$ cat src/rtl/ir_carrier_pwm.sv
// IR carrier generator: accepts a half-period value through a strobe/ack write
// handshake and drives a 50% duty carrier, a forced active level, or the idle level.
module ir_carrier_pwm #(
    parameter int   PWM_BITS   = 8,
    parameter logic IDLE_LEVEL = 1'b0
) (
    input  logic                clock_in,
    input  logic                reset_n_in,
    input  logic                enable_in,
    input  logic                forced_in,
    input  logic                wr_strobe_in,
    input  logic [PWM_BITS-1:0] value_in,
    output logic                wr_ack_out,
    output logic                pwm_out
);

    typedef enum logic [1:0] {
        S_IDLE,
        S_HIGH,
        S_LOW,
        S_FORCED
    } state_t;

    state_t              state;
    logic                strobe_q;
    logic                pending_valid;
    logic [PWM_BITS-1:0] pending_value;
    logic [PWM_BITS-1:0] active_value;
    logic [PWM_BITS-1:0] half_count;

    logic                write_accept;
    logic                carrier_ready;
    logic                in_carrier;
    logic                reload;
    logic                take_pending;
    logic [PWM_BITS-1:0] next_value;

    assign write_accept  = wr_strobe_in & ~strobe_q;
    assign carrier_ready = pending_valid | (active_value != '0);
    assign next_value    = pending_valid ? pending_value : active_value;

    // A pending value only reaches the active register from idle or at a
    // half-period boundary, so a running half always finishes with its old value.
    always_comb begin
        in_carrier   = 1'b0;
        reload       = 1'b0;
        take_pending = 1'b0;
        in_carrier   = (state == S_HIGH) || (state == S_LOW);
        reload       = in_carrier && enable_in && !forced_in && (half_count == '0);
        take_pending = pending_valid && ((state == S_IDLE) || reload);
    end

    // NOTE: every register, including the value holders, is cleared by the
    // asynchronous reset so a reset mid-carrier returns pwm_out to idle at once.
    always_ff @(posedge clock_in or negedge reset_n_in) begin
        if (!reset_n_in) begin
            state         <= S_IDLE;
            strobe_q      <= 1'b0;
            pending_valid <= 1'b0;
            pending_value <= '0;
            active_value  <= '0;
            half_count    <= '0;
            wr_ack_out    <= 1'b0;
            pwm_out       <= IDLE_LEVEL;
        end else begin
            strobe_q   <= wr_strobe_in;
            wr_ack_out <= write_accept;

            if (take_pending) begin
                active_value  <= pending_value;
                pending_valid <= 1'b0;
            end
            // A write in the same cycle as a transfer wins: it stays pending.
            if (write_accept) begin
                pending_value <= value_in;
                pending_valid <= 1'b1;
            end

            case (state)
                S_IDLE: begin
                    half_count <= '0;
                    if (forced_in) begin
                        state   <= S_FORCED;
                        pwm_out <= ~IDLE_LEVEL;
                    end else if (enable_in && carrier_ready) begin
                        state      <= S_HIGH;
                        half_count <= next_value;
                        pwm_out    <= ~IDLE_LEVEL;
                    end else begin
                        pwm_out <= IDLE_LEVEL;
                    end
                end

                S_HIGH, S_LOW: begin
                    if (forced_in) begin
                        state      <= S_FORCED;
                        half_count <= '0;
                        pwm_out    <= ~IDLE_LEVEL;
                    end else if (!enable_in) begin
                        state      <= S_IDLE;
                        half_count <= '0;
                        pwm_out    <= IDLE_LEVEL;
                    end else if (reload) begin
                        state      <= (state == S_HIGH) ? S_LOW : S_HIGH;
                        half_count <= next_value;
                        pwm_out    <= ~pwm_out;
                    end else begin
                        half_count <= half_count - 1'b1;
                    end
                end

                S_FORCED: begin
                    half_count <= '0;
                    if (forced_in) begin
                        pwm_out <= ~IDLE_LEVEL;
                    end else begin
                        state   <= S_IDLE;
                        pwm_out <= IDLE_LEVEL;
                    end
                end

                default: begin
                    state      <= S_IDLE;
                    half_count <= '0;
                    pwm_out    <= IDLE_LEVEL;
                end
            endcase
        end
    end

endmodule

$ cat config.mk
export PLATFORM = sky130hd
export DESIGN_NAME = ir_carrier_pwm
export DESIGN_NICKNAME = d
export VERILOG_FILES = /design/src/rtl/ir_carrier_pwm.sv
export SDC_FILE = /design/constraint.sdc
export NUM_CORES = 1
export LEC_CHECK = 0
export ABC_AREA = 1
export BUFFER_PORTS_ARGS = -buffer_cell sky130_fd_sc_hd__buf_2
export CAP_MARGIN = 20
export CELL_PAD_IN_SITES_DETAIL_PLACEMENT = 0
export CELL_PAD_IN_SITES_GLOBAL_PLACEMENT = 1
export CORE_ASPECT_RATIO = 0.7
export CORE_UTILIZATION = 45
export CTS_BUF_LIST = sky130_fd_sc_hd__clkbuf_16
export DETAILED_ROUTE_END_ITERATION = 10
export PLACE_DENSITY_LB_ADDON = 0.05
export RECOVER_POWER = 50
export SLEW_MARGIN = 30
export SYNTH_ARGS = -nofsm -noshare
export SYNTH_HDL_FRONTEND = slang
export SYNTH_SLANG_ARGS = --single-unit
$ cat constraint.sdc
create_clock -name clock_in -period 4.7 [get_ports clock_in]
set_input_delay 0.235 -clock clock_in [delete_from_list [all_inputs] [get_ports clock_in]]
set_output_delay 0.235 -clock clock_in [all_outputs]
set_load 0.05 [all_outputs]
# Yosys cells after proc, flatten, opt, wreduce, memory -nomap -nowiden
# Index checks and enable logic that the tools add are counted.
# op_classes
multipliers	0
mux	24
n_addsub	1
bitwise_logic	4
magnitude_cmp	0
shift	0
n_reduce_logical	14
n_eq_ne	6
div_mod_pow	0
# op_table
cell	count
$mux W8	6
$pmux W8 S3	1
$mux W2	7
$logic_not A8 Y1	1
$mux W1	8
$reduce_bool A8 Y1	1
$sub A8 B1 Y8 const B	1
$pmux W2 S3	1
$logic_and A1 B1 Y1	5
$eq A2 B2 Y1 const B	2
$ne A4 B4 Y1 const B	1
$ne A3 B2 Y1 const B	1
$pmux W1 S3	1
$reduce_and A3 Y1	1
$eq A2 B1 Y1 const B	1
$logic_not A2 Y1	1
$logic_or A1 B1 Y1	2
$ne A2 B2 Y1 const B	1
$not A1 Y1	2
$reduce_bool A2 Y1	1
$reduce_or A2 Y1	1
$and A1 B1 Y1	1
$logic_not A1 Y1	1
$or A1 B1 Y1	1
# word_totals
n_memories	0
reg_bits	30
output_inout_bits	2
latchBits	0
mem_bits_ro	0
ram_bits	0
elab_cells	57
input_bits	13

# Longest topological paths before layout
# Gate-level depths: netlist of run 1.
# logic_depth
word_depth	9
depth_mapped	10

# Worst setup path after synthesis of run 1
# Ideal clock, no wire load.
# synth_path
path_kind	reg-to-reg
from	register state[0]
to	register active_value[6]
setup_ps	118
path_stages_with_launch	11
path_buffers	1
setup_slack_ps	3058
t_arrival_ps	1524
synth_period_minus_slack_ps	1642
path_cell_list	dfrtp_1 inv_1 ha_1 inv_1 nor3_4 nand2_4 nand2_4 nand2_4 buf_6 nand2_1 o21ai_2
# synth_via
elab_chain_len	7
elab_cells_between_ends	9
cone_classes	eq/ne: 2; reduce/logical: 7
# synth_rtl
element	line_no	rtl
start: declaration	24	state_t state;
start signal: assignment	104	state <= (state == S_HIGH) ? S_LOW : S_HIGH;
$eq A2 B1 Y1 / $eq A2 B2 Y1 (equally long branches)	48	in_carrier = (state == S_HIGH) || (state == S_LOW);
$logic_or A1 B1 Y1	48	
$logic_and A1 B1 Y1 (3 in series)	49	reload = in_carrier && enable_in && !forced_in && (half_count == '0);
$logic_or A1 B1 Y1 (*)	50	take_pending = pending_valid && ((state == S_IDLE) || reload);
$logic_and A1 B1 Y1 (*)	50	
end signal: assignment	70	active_value <= pending_value;
end: declaration	28	logic [PWM_BITS-1:0] active_value;
# Every way passes the cells marked *; elsewhere a longest branch is shown, timed or not.
# A chain may end at the register's enable or synchronous reset.

# Final worst setup path of run 1
# layout_path
from	register state[0]
to	register active_value[2]
# The elaborated chain is that of the path after synthesis.

==> impl_results.rst, run 1 <==
.. list-table::
   :header-rows: 1

   * - Metric
     - Value
   * - DRC Markers
     - 0
   * - Predominant post-synthesis flop cell
     - sky130_fd_sc_hd__dfrtp_1
   * - Register area share after synthesis
     - 45.9%
   * - Area fraction of the dominant cell type after synthesis
     - 45.9%
   * - Total global routing overflow
     - 0
   * - Number of violations reported at the end of detailed-routing iteration 0
     - 71
   * - Final hold viol count
     - 0
   * - Via total after detailed routing
     - 1382
   * - Syn-to-layout area delta
     - 14.9%
   * - Peak Freq
     - 534 MHz
   * - Cells taking the most area after synthesis
     - sky130_fd_sc_hd__dfrtp_1 (46%), sky130_fd_sc_hd__nand2_1 (11%), sky130_fd_sc_hd__o21ai_0 (8.0%)
   * - Boundary Pins
     - 15
   * - Height of the die
     - 52.4 um
   * - Maximum fanout along the worst path
     - 11
   * - Core Footprint
     - 3300 um^2
   * - CTS HTree Levels
     - 2
   * - Avg Inst Size Synth
     - 8.13 um^2
   * - Power density cells
     - 718 nW/um^2
   * - Syn_nets
     - 218
   * - Number of clock sinks seen by CTS
     - 30
   * - Width of the die
     - 74.0 um
   * - Top-count cell post-synth
     - sky130_fd_sc_hd__nand2_1
   * - Unrepaired setup endpoints after global routing
     - false
   * - Critical path capture point type
     - register
   * - R2r setup slk
     - 2.83 ns
   * - TritonCTS clock tree
     - built
   * - Cell count after synthesis
     - 201
   * - Vias in the first global route
     - 1330
   * - Detailed-placement wirelength estimate
     - 2550 um
   * - Max Slew Vio Count
     - 31
   * - Die area
     - 3880 um^2
   * - Effective utilization at floorplan
     - 49.6%
   * - Number of post-CTS setup repair buffers
     - 0
   * - Cell variety after synth
     - 26
   * - Total Wirelength
     - 3330 um
   * - Clock Root Buffer
     - sky130_fd_sc_hd__clkbuf_16
   * - Wire length of the first global-routing pass
     - 5920 um
   * - Cell type with the highest aggregate area in the netlist
     - sky130_fd_sc_hd__dfrtp_1
   * - Req. time, crit path
     - 4.89 ns
   * - Leakage Power
     - 0.942 nW
   * - Worst-margin pin slew
     - 1.58 ns
   * - Worst slack, placed
     - 2.84 ns
   * - Type of the setup path with the least slack
     - register to register
   * - Row Count
     - 17
   * - Startpoint kind of the worst setup timing path
     - register
   * - Type of the tightest min-delay check
     - primary input to register
   * - Post-Route Skew
     - 0.00208 ns
   * - Rel. slew slack
     - -5.10%
   * - Final worst path period need
     - 1.87 ns
   * - Antenna violations before repair
     - 0
   * - Total number of yosys warnings
     - 0
   * - Worst hold slack
     - 0.0764 ns
   * - Max-cap violations
     - 1
   * - Resized cells post-CTS
     - 0
   * - TritonCTS buffer count
     - 5
   * - Part of the cycle the worst path needs
     - 39.9%
   * - Outcome
     - complete, but fails checks
   * - Arrival time at the worst endpoint
     - 2.06 ns
   * - Aggregate negative setup slack
     - 0 ns
   * - Post-synth ARST share
     - 100%
   * - Most instantiated cells after synthesis
     - sky130_fd_sc_hd__nand2_1 (48), sky130_fd_sc_hd__dfrtp_1 (30), sky130_fd_sc_hd__o21ai_0 (26), sky130_fd_sc_hd__inv_1 (23)
   * - Min setup slack post-route
     - 2.83 ns
   * - Post-synthesis instance area
     - 1630 um^2
   * - Final standard cell utilization of the core
     - 56.9%
   * - Total track usage
     - 21.2%
   * - Hold buffer count at cts
     - 0
   * - Fraction of layout cells with a size suffix above 1
     - 18.2%
   * - Ant diodes
     - 0
   * - Final setup violation count
     - 0
   * - Routed vias/inst
     - 5.18
   * - Number of nets with antenna violations after routing
     - 0
   * - Maximum number of pins on one net before global-route repair
     - 31
   * - Count of flip-flops with a built-in enable after synthesis
     - 0
   * - Count of buffers from port buffering
     - 14
   * - Flops & latches, synth
     - 30
   * - Clk pin slew, worst setup/hold paths
     - 0.05 ns
   * - Largest buffer count on any clock path
     - 2
   * - Drt wl/cell
     - 12.5 um
   * - Violated checks
     - max-capacitance violations, max-slew violations
   * - Final Wtd Congestion
     - 0.772
   * - Router iterations before antenna repair
     - 4
   * - Post-layout nets
     - 236
   * - Worst vdd rail ir drop
     - 0.000331 V
   * - Clock insertion delay at the later pin of the skew report
     - 0.28 ns
-- cell type report --
cell class                 count  area [um^2]
fill                         302         1420
timing repair buffer          14         68.8
multi-input combinational    141          756
clock inverter                 3         16.3
tap                           47         58.8
clock buffer                   5          125
sequential                    30          751
inverter                      27          101
-- state kept, by name (all words and copies together), names as in the netlist --
| name | cells |
|---|---|
| pwm_out | 1 |
| half_count | 8 |
| strobe_q | 1 |
| state | 2 |
| pending_valid | 1 |
| active_value | 8 |
| wr_ack_out | 1 |
| pending_value | 8 |
-- cells by family after synthesis --
family / after synthesis / share of synthesized area, %
simple gates: 92 / 26.7
compound gates: 41 / 14.3
buf+inv: 30 / 7.81
flops: 30 / 45.9
xor+xnor: 4 / 2.14
fa+ha+maj: 4 / 3.06
-- power by group --
group	internal, mW	total, mW	switching (mW)
combinational	0.219	0.633	0.414
sequential	0.343	0.410	0.0666
clock	0.193	0.306	0.113
total	0.754	1.35	0.593
-- placed cells by master (no fill, tap or decap), types with 3 or more instances in the layout --
master,instances
sky130_fd_sc_hd__o211ai_1,3
sky130_fd_sc_hd__clkbuf_16,5
sky130_fd_sc_hd__o21ai_0,26
sky130_fd_sc_hd__nand2_4,3
sky130_fd_sc_hd__o21ai_1,3
sky130_fd_sc_hd__xor2_1,3
sky130_fd_sc_hd__a21oi_1,3
sky130_fd_sc_hd__nand2_2,3
sky130_fd_sc_hd__nand2_1,48
sky130_fd_sc_hd__inv_1,23
sky130_fd_sc_hd__inv_2,4
sky130_fd_sc_hd__o21ai_2,5
sky130_fd_sc_hd__ha_1,4
sky130_fd_sc_hd__nor2_1,14
sky130_fd_sc_hd__dfrtp_1,30
sky130_fd_sc_hd__buf_2,13
sky130_fd_sc_hd__nand3_1,14
-- final timing paths --
| path | from | to | cells after the start |
|---|---|---|---|
| setup / recovery | state[0]$_DFFE_PN0P_ | active_value[2]$_DFFE_PN0P_ | 10 |
| hold / removal | wr_strobe_in | strobe_q$_DFF_PN0_ | 1 |
| setup reg to reg | state[0]$_DFFE_PN0P_ | active_value[2]$_DFFE_PN0P_ | 10 |
| hold reg to reg | active_value[7]$_DFFE_PN0P_ | active_value[7]$_DFFE_PN0P_ | 2 |
| max in group asynchronous | reset_n_in | half_count[4]$_DFF_PN0_ | 1 |
| min in group asynchronous | reset_n_in | pending_value[2]$_DFFE_PN0P_ | 1 |
-- routing by layer --
metal / GRT usage, % / routed length [um]
met1: 25.7 / 1600
met2: 35.0 / 1490
met3: 5.38 / 174
met4: 10.6 / 73
met5: 0 / 0
-- through the flow --
stage | total power, mW | cell area, um^2 | std cells
final | 1.35 | 1880 | 267
after global routing | 1.46 | 1880 | 267
after CTS | 1.36 | 1880 | 267
after detailed placement | 1.05 | 1740 | 259
after global placement | 1.02 | 1740 | 259
after floorplan | 0.923 | 1630 | 201
-- worst max-delay path: stages, from the launching register on --
cell and delay, ns:
sky130_fd_sc_hd__dfrtp_1 0.41, sky130_fd_sc_hd__inv_1 0.06, sky130_fd_sc_hd__ha_1 0.36, sky130_fd_sc_hd__inv_1 0.09
sky130_fd_sc_hd__nor3_4 0.25, sky130_fd_sc_hd__nand2_4 0.14, sky130_fd_sc_hd__nand2_4 0.09, sky130_fd_sc_hd__nand2_4 0.11
sky130_fd_sc_hd__inv_2 0.13, sky130_fd_sc_hd__nand2_1 0.05, sky130_fd_sc_hd__o21ai_0 0.08
Note: power is estimated with default switching activity, not from simulation.
==> run 2, diff against run 1 <==
--- a/config.mk
+++ b/config.mk
@@ -11,7 +11,7 @@
 export CELL_PAD_IN_SITES_DETAIL_PLACEMENT = 0
 export CELL_PAD_IN_SITES_GLOBAL_PLACEMENT = 1
 export CORE_ASPECT_RATIO = 0.7
-export CORE_UTILIZATION = 45
+export CORE_UTILIZATION = 39
 export CTS_BUF_LIST = sky130_fd_sc_hd__clkbuf_16
 export DETAILED_ROUTE_END_ITERATION = 10
 export PLACE_DENSITY_LB_ADDON = 0.05
==> constraint.sdc (replaced) <==
create_clock -name clock_in -period 1.7 [get_ports clock_in]
set_input_delay 0.085 -clock clock_in [delete_from_list [all_inputs] [get_ports clock_in]]
set_output_delay 0.085 -clock clock_in [all_outputs]
set_load 0.05 [all_outputs]
==> run 2 against run 1 <==
- the flow finishes with violations (negative setup slack)
- routed wire length increased by 5.6%
- global-route usage decreased by 2.2 points
- hold slack got worse by 0.067 ns
- cell count increased by 6.7%
- count of clock-buffer cells in the layout unchanged
- clock skew increased by 0.00083 ns
- critical path type unchanged
- critical endpoint is now half_count[2]$_DFF_PN0_
==> impl_results.rst, run 2 (same netlist as run 1, synthesis figures left out) <==
.. list-table::
   :header-rows: 1

   * - Metric
     - Value
   * - Rel. slew slack
     - 49.1%
   * - Max Slew Vio Count
     - 0
   * - Worst vdd rail ir drop
     - 0.000928 V
   * - Row Count
     - 19
   * - Number of nets with antenna violations after routing
     - 0
   * - Boundary Pins
     - 15
   * - Detailed-placement wirelength estimate
     - 2540 um
   * - Req. time, crit path
     - 1.89 ns
   * - Critical path capture point type
     - register
   * - Type of the setup path with the least slack
     - register to register
   * - Clock share of power
     - 20.5%
   * - Height of the die
     - 56.2 um
   * - Syn-to-layout area delta
     - 23.1%
   * - Count of fill cells added during filler insertion
     - 391
   * - Top flop regs
     - active_value: 8 flops, half_count: 8 flops, pending_value: 8 flops
   * - Wire length of the first global-routing pass
     - 6180 um
   * - Total global routing overflow
     - 0
   * - Power density cells
     - 2000 nW/um^2
   * - Effective utilization at floorplan
     - 41.2%
   * - Net switching share of the total power
     - 42.9%
   * - Commonest cells after routing, fill and taps aside
     - sky130_fd_sc_hd__nand2_1 (48), sky130_fd_sc_hd__dfrtp_1 (30), sky130_fd_sc_hd__o21ai_0 (22), sky130_fd_sc_hd__inv_1 (21)
   * - Post-Route Skew
     - 0.00291 ns
   * - Clk pin slew, worst setup/hold paths
     - 0.05 ns
   * - Aggregate negative setup slack
     - -0.00485 ns
   * - Maximum fanout along the worst path
     - 8
   * - Router iterations before antenna repair
     - 4
   * - Maximum number of pins on one net before global-route repair
     - 31
   * - Clock insertion delay at the later pin of the skew report
     - 0.27 ns
   * - Final Wtd Congestion
     - 0.829
   * - Part of the cycle the worst path needs
     - 100%
   * - Width of the die
     - 79.4 um
   * - Number of clock sinks seen by CTS
     - 30
   * - Arrival time at the worst endpoint
     - 1.89 ns
   * - Antenna violations before repair
     - 0
   * - Fraction of layout cells with a size suffix above 1
     - 23.2%
   * - Largest buffer count on any clock path
     - 2
   * - Violated checks
     - negative setup slack
   * - Worst-margin pin slew
     - 0.764 ns
   * - Post-layout nets
     - 249
   * - Core Footprint
     - 3970 um^2
   * - Final setup violation count
     - 1
   * - CTS HTree Levels
     - 2
   * - Final hold viol count
     - 0
   * - Most common cell after layout, fill and taps aside
     - sky130_fd_sc_hd__nand2_1
   * - TritonCTS buffer count
     - 5
   * - Type of the tightest min-delay check
     - primary input to register
   * - Count of buffers from port buffering
     - 14
   * - Max-cap violations
     - 0
   * - Routed vias/inst
     - 4.77
   * - Final worst path period need
     - 1.70 ns
   * - Min setup slack post-route
     - -0.00485 ns
   * - Number of violations reported at the end of detailed-routing iteration 0
     - 60
   * - Leakage Power
     - 0.991 nW
   * - TritonCTS clock tree
     - built
   * - Total track usage
     - 18.9%
   * - Via total after detailed routing
     - 1360
   * - Clock Root Buffer
     - sky130_fd_sc_hd__clkbuf_16
   * - Total Wirelength
     - 3520 um
   * - Part of the power in registers
     - 27.6%
   * - Unrepaired setup endpoints after global routing
     - true
   * - Startpoint kind of the worst setup timing path
     - register
   * - Ant diodes
     - 0
   * - P_int
     - 2.30 mW
   * - Logic gate share of total power
     - 51.9%
   * - Vias in the first global route
     - 1350
   * - Net switching power figure
     - 1.73 mW
   * - DRC Markers
     - 0
   * - Peak Freq
     - 587 MHz
   * - Outcome
     - complete, but fails checks
   * - Die area
     - 4460 um^2
   * - Post-route total power
     - 4.03 mW
   * - Drt wl/cell
     - 12.3 um
-- run 2: changes by cell type in the layout (fill, tap and decap cells not counted), sizes merged --
| cell | delta |
|---|---|
| buf | +8 |
| clkbuf | +3 |
| dlygate4sd3 | +2 |
| clkinvlp | -1 |
| inv | +1 |
-- run 2: worst paths after layout --
| path | depth (start not counted) | end | slack [ns] | startpoint |
|---|---|---|---|---|
| hold reg to reg | 2 | pending_value[1]$_DFFE_PN0P_ | 0.49 | pending_value[1]$_DFFE_PN0P_ |
| hold / removal | 3 | pending_value[2]$_DFFE_PN0P_ | 0.01 | value_in[2] |
| max in group asynchronous | 2 | pwm_out$_DFFE_PN0P_ | 0.79 | reset_n_in |
| setup reg to reg | 8 | half_count[2]$_DFF_PN0_ | -0.005 | state[0]$_DFFE_PN0P_ |
| setup / recovery | 8 | half_count[2]$_DFF_PN0_ | -0.005 | state[0]$_DFFE_PN0P_ |
| min in group asynchronous | 2 | half_count[6]$_DFF_PN0_ | 0.42 | reset_n_in |
-- run 2: layout make-up --
| cell class | instances | area [um^2] | area share [%] |
|---|---|---|---|
| timing repair buffer | 27 | 166 | 8.27 |
| clock buffer | 5 | 125 | 6.22 |
| tap | 52 | 65.1 | 3.23 |
| multi-input combinational | 141 | 788 | 39.2 |
| sequential | 30 | 751 | 37.3 |
| clock inverter | 3 | 12.5 | 0.622 |
| inverter | 27 | 104 | 5.16 |
-- run 2: worst max-delay path, stage by stage, from the launching register on --
cell	delay (ns)
sky130_fd_sc_hd__dfrtp_1	0.37
sky130_fd_sc_hd__inv_1	0.08
sky130_fd_sc_hd__ha_4	0.27
sky130_fd_sc_hd__inv_2	0.04
sky130_fd_sc_hd__nor3_4	0.24
sky130_fd_sc_hd__inv_2	0.10
sky130_fd_sc_hd__nor2_4	0.23
sky130_fd_sc_hd__o21ai_1	0.11
sky130_fd_sc_hd__o21ai_1	0.18
-- run 2: metrics by stage --
step	hold slack [ns]	cells	area, um^2	utilization [%]	setup slack [ns]
after floorplan	-0.211	201	1630	-	0.0583
after global placement	0.173	270	1790	45.0	0.0931
after detailed placement	0.179	270	1790	45.0	0.0232
after CTS	0.00671	280	1950	49.0	0.00716
after global routing	0.0182	285	2010	50.7	-0.0628
final	0.00977	285	2010	50.7	-0.00485
-- run 2: what timing repair did --
action,CTS,global route
hold buffers,2,0
endpoints found under the hold margin,31,0
setup endpoints to repair,0,15
gates resized for setup,0,13
buffers inserted,0,5
-- run 2: layer usage --
metal / wire, um / track usage [%] / vias up
met2: 1550 / 27.1 / 16
met5: 0 / 0 / -
met3: 103 / 6.89 / 4
met1: 1820 / 26.4 / 631
met4: 44 / 6.23 / 0
li1: - / - / 709
-- run 2: power groups by stage --
stage,combinational [mW],clock (mW),sequential (mW)
after floorplan,1.44,0,1.12
after global placement,1.86,0,1.12
after detailed placement,1.87,0,1.13
after CTS,1.90,0.850,1.12
after global routing,2.35,0.893,1.15
final,2.09,0.825,1.11
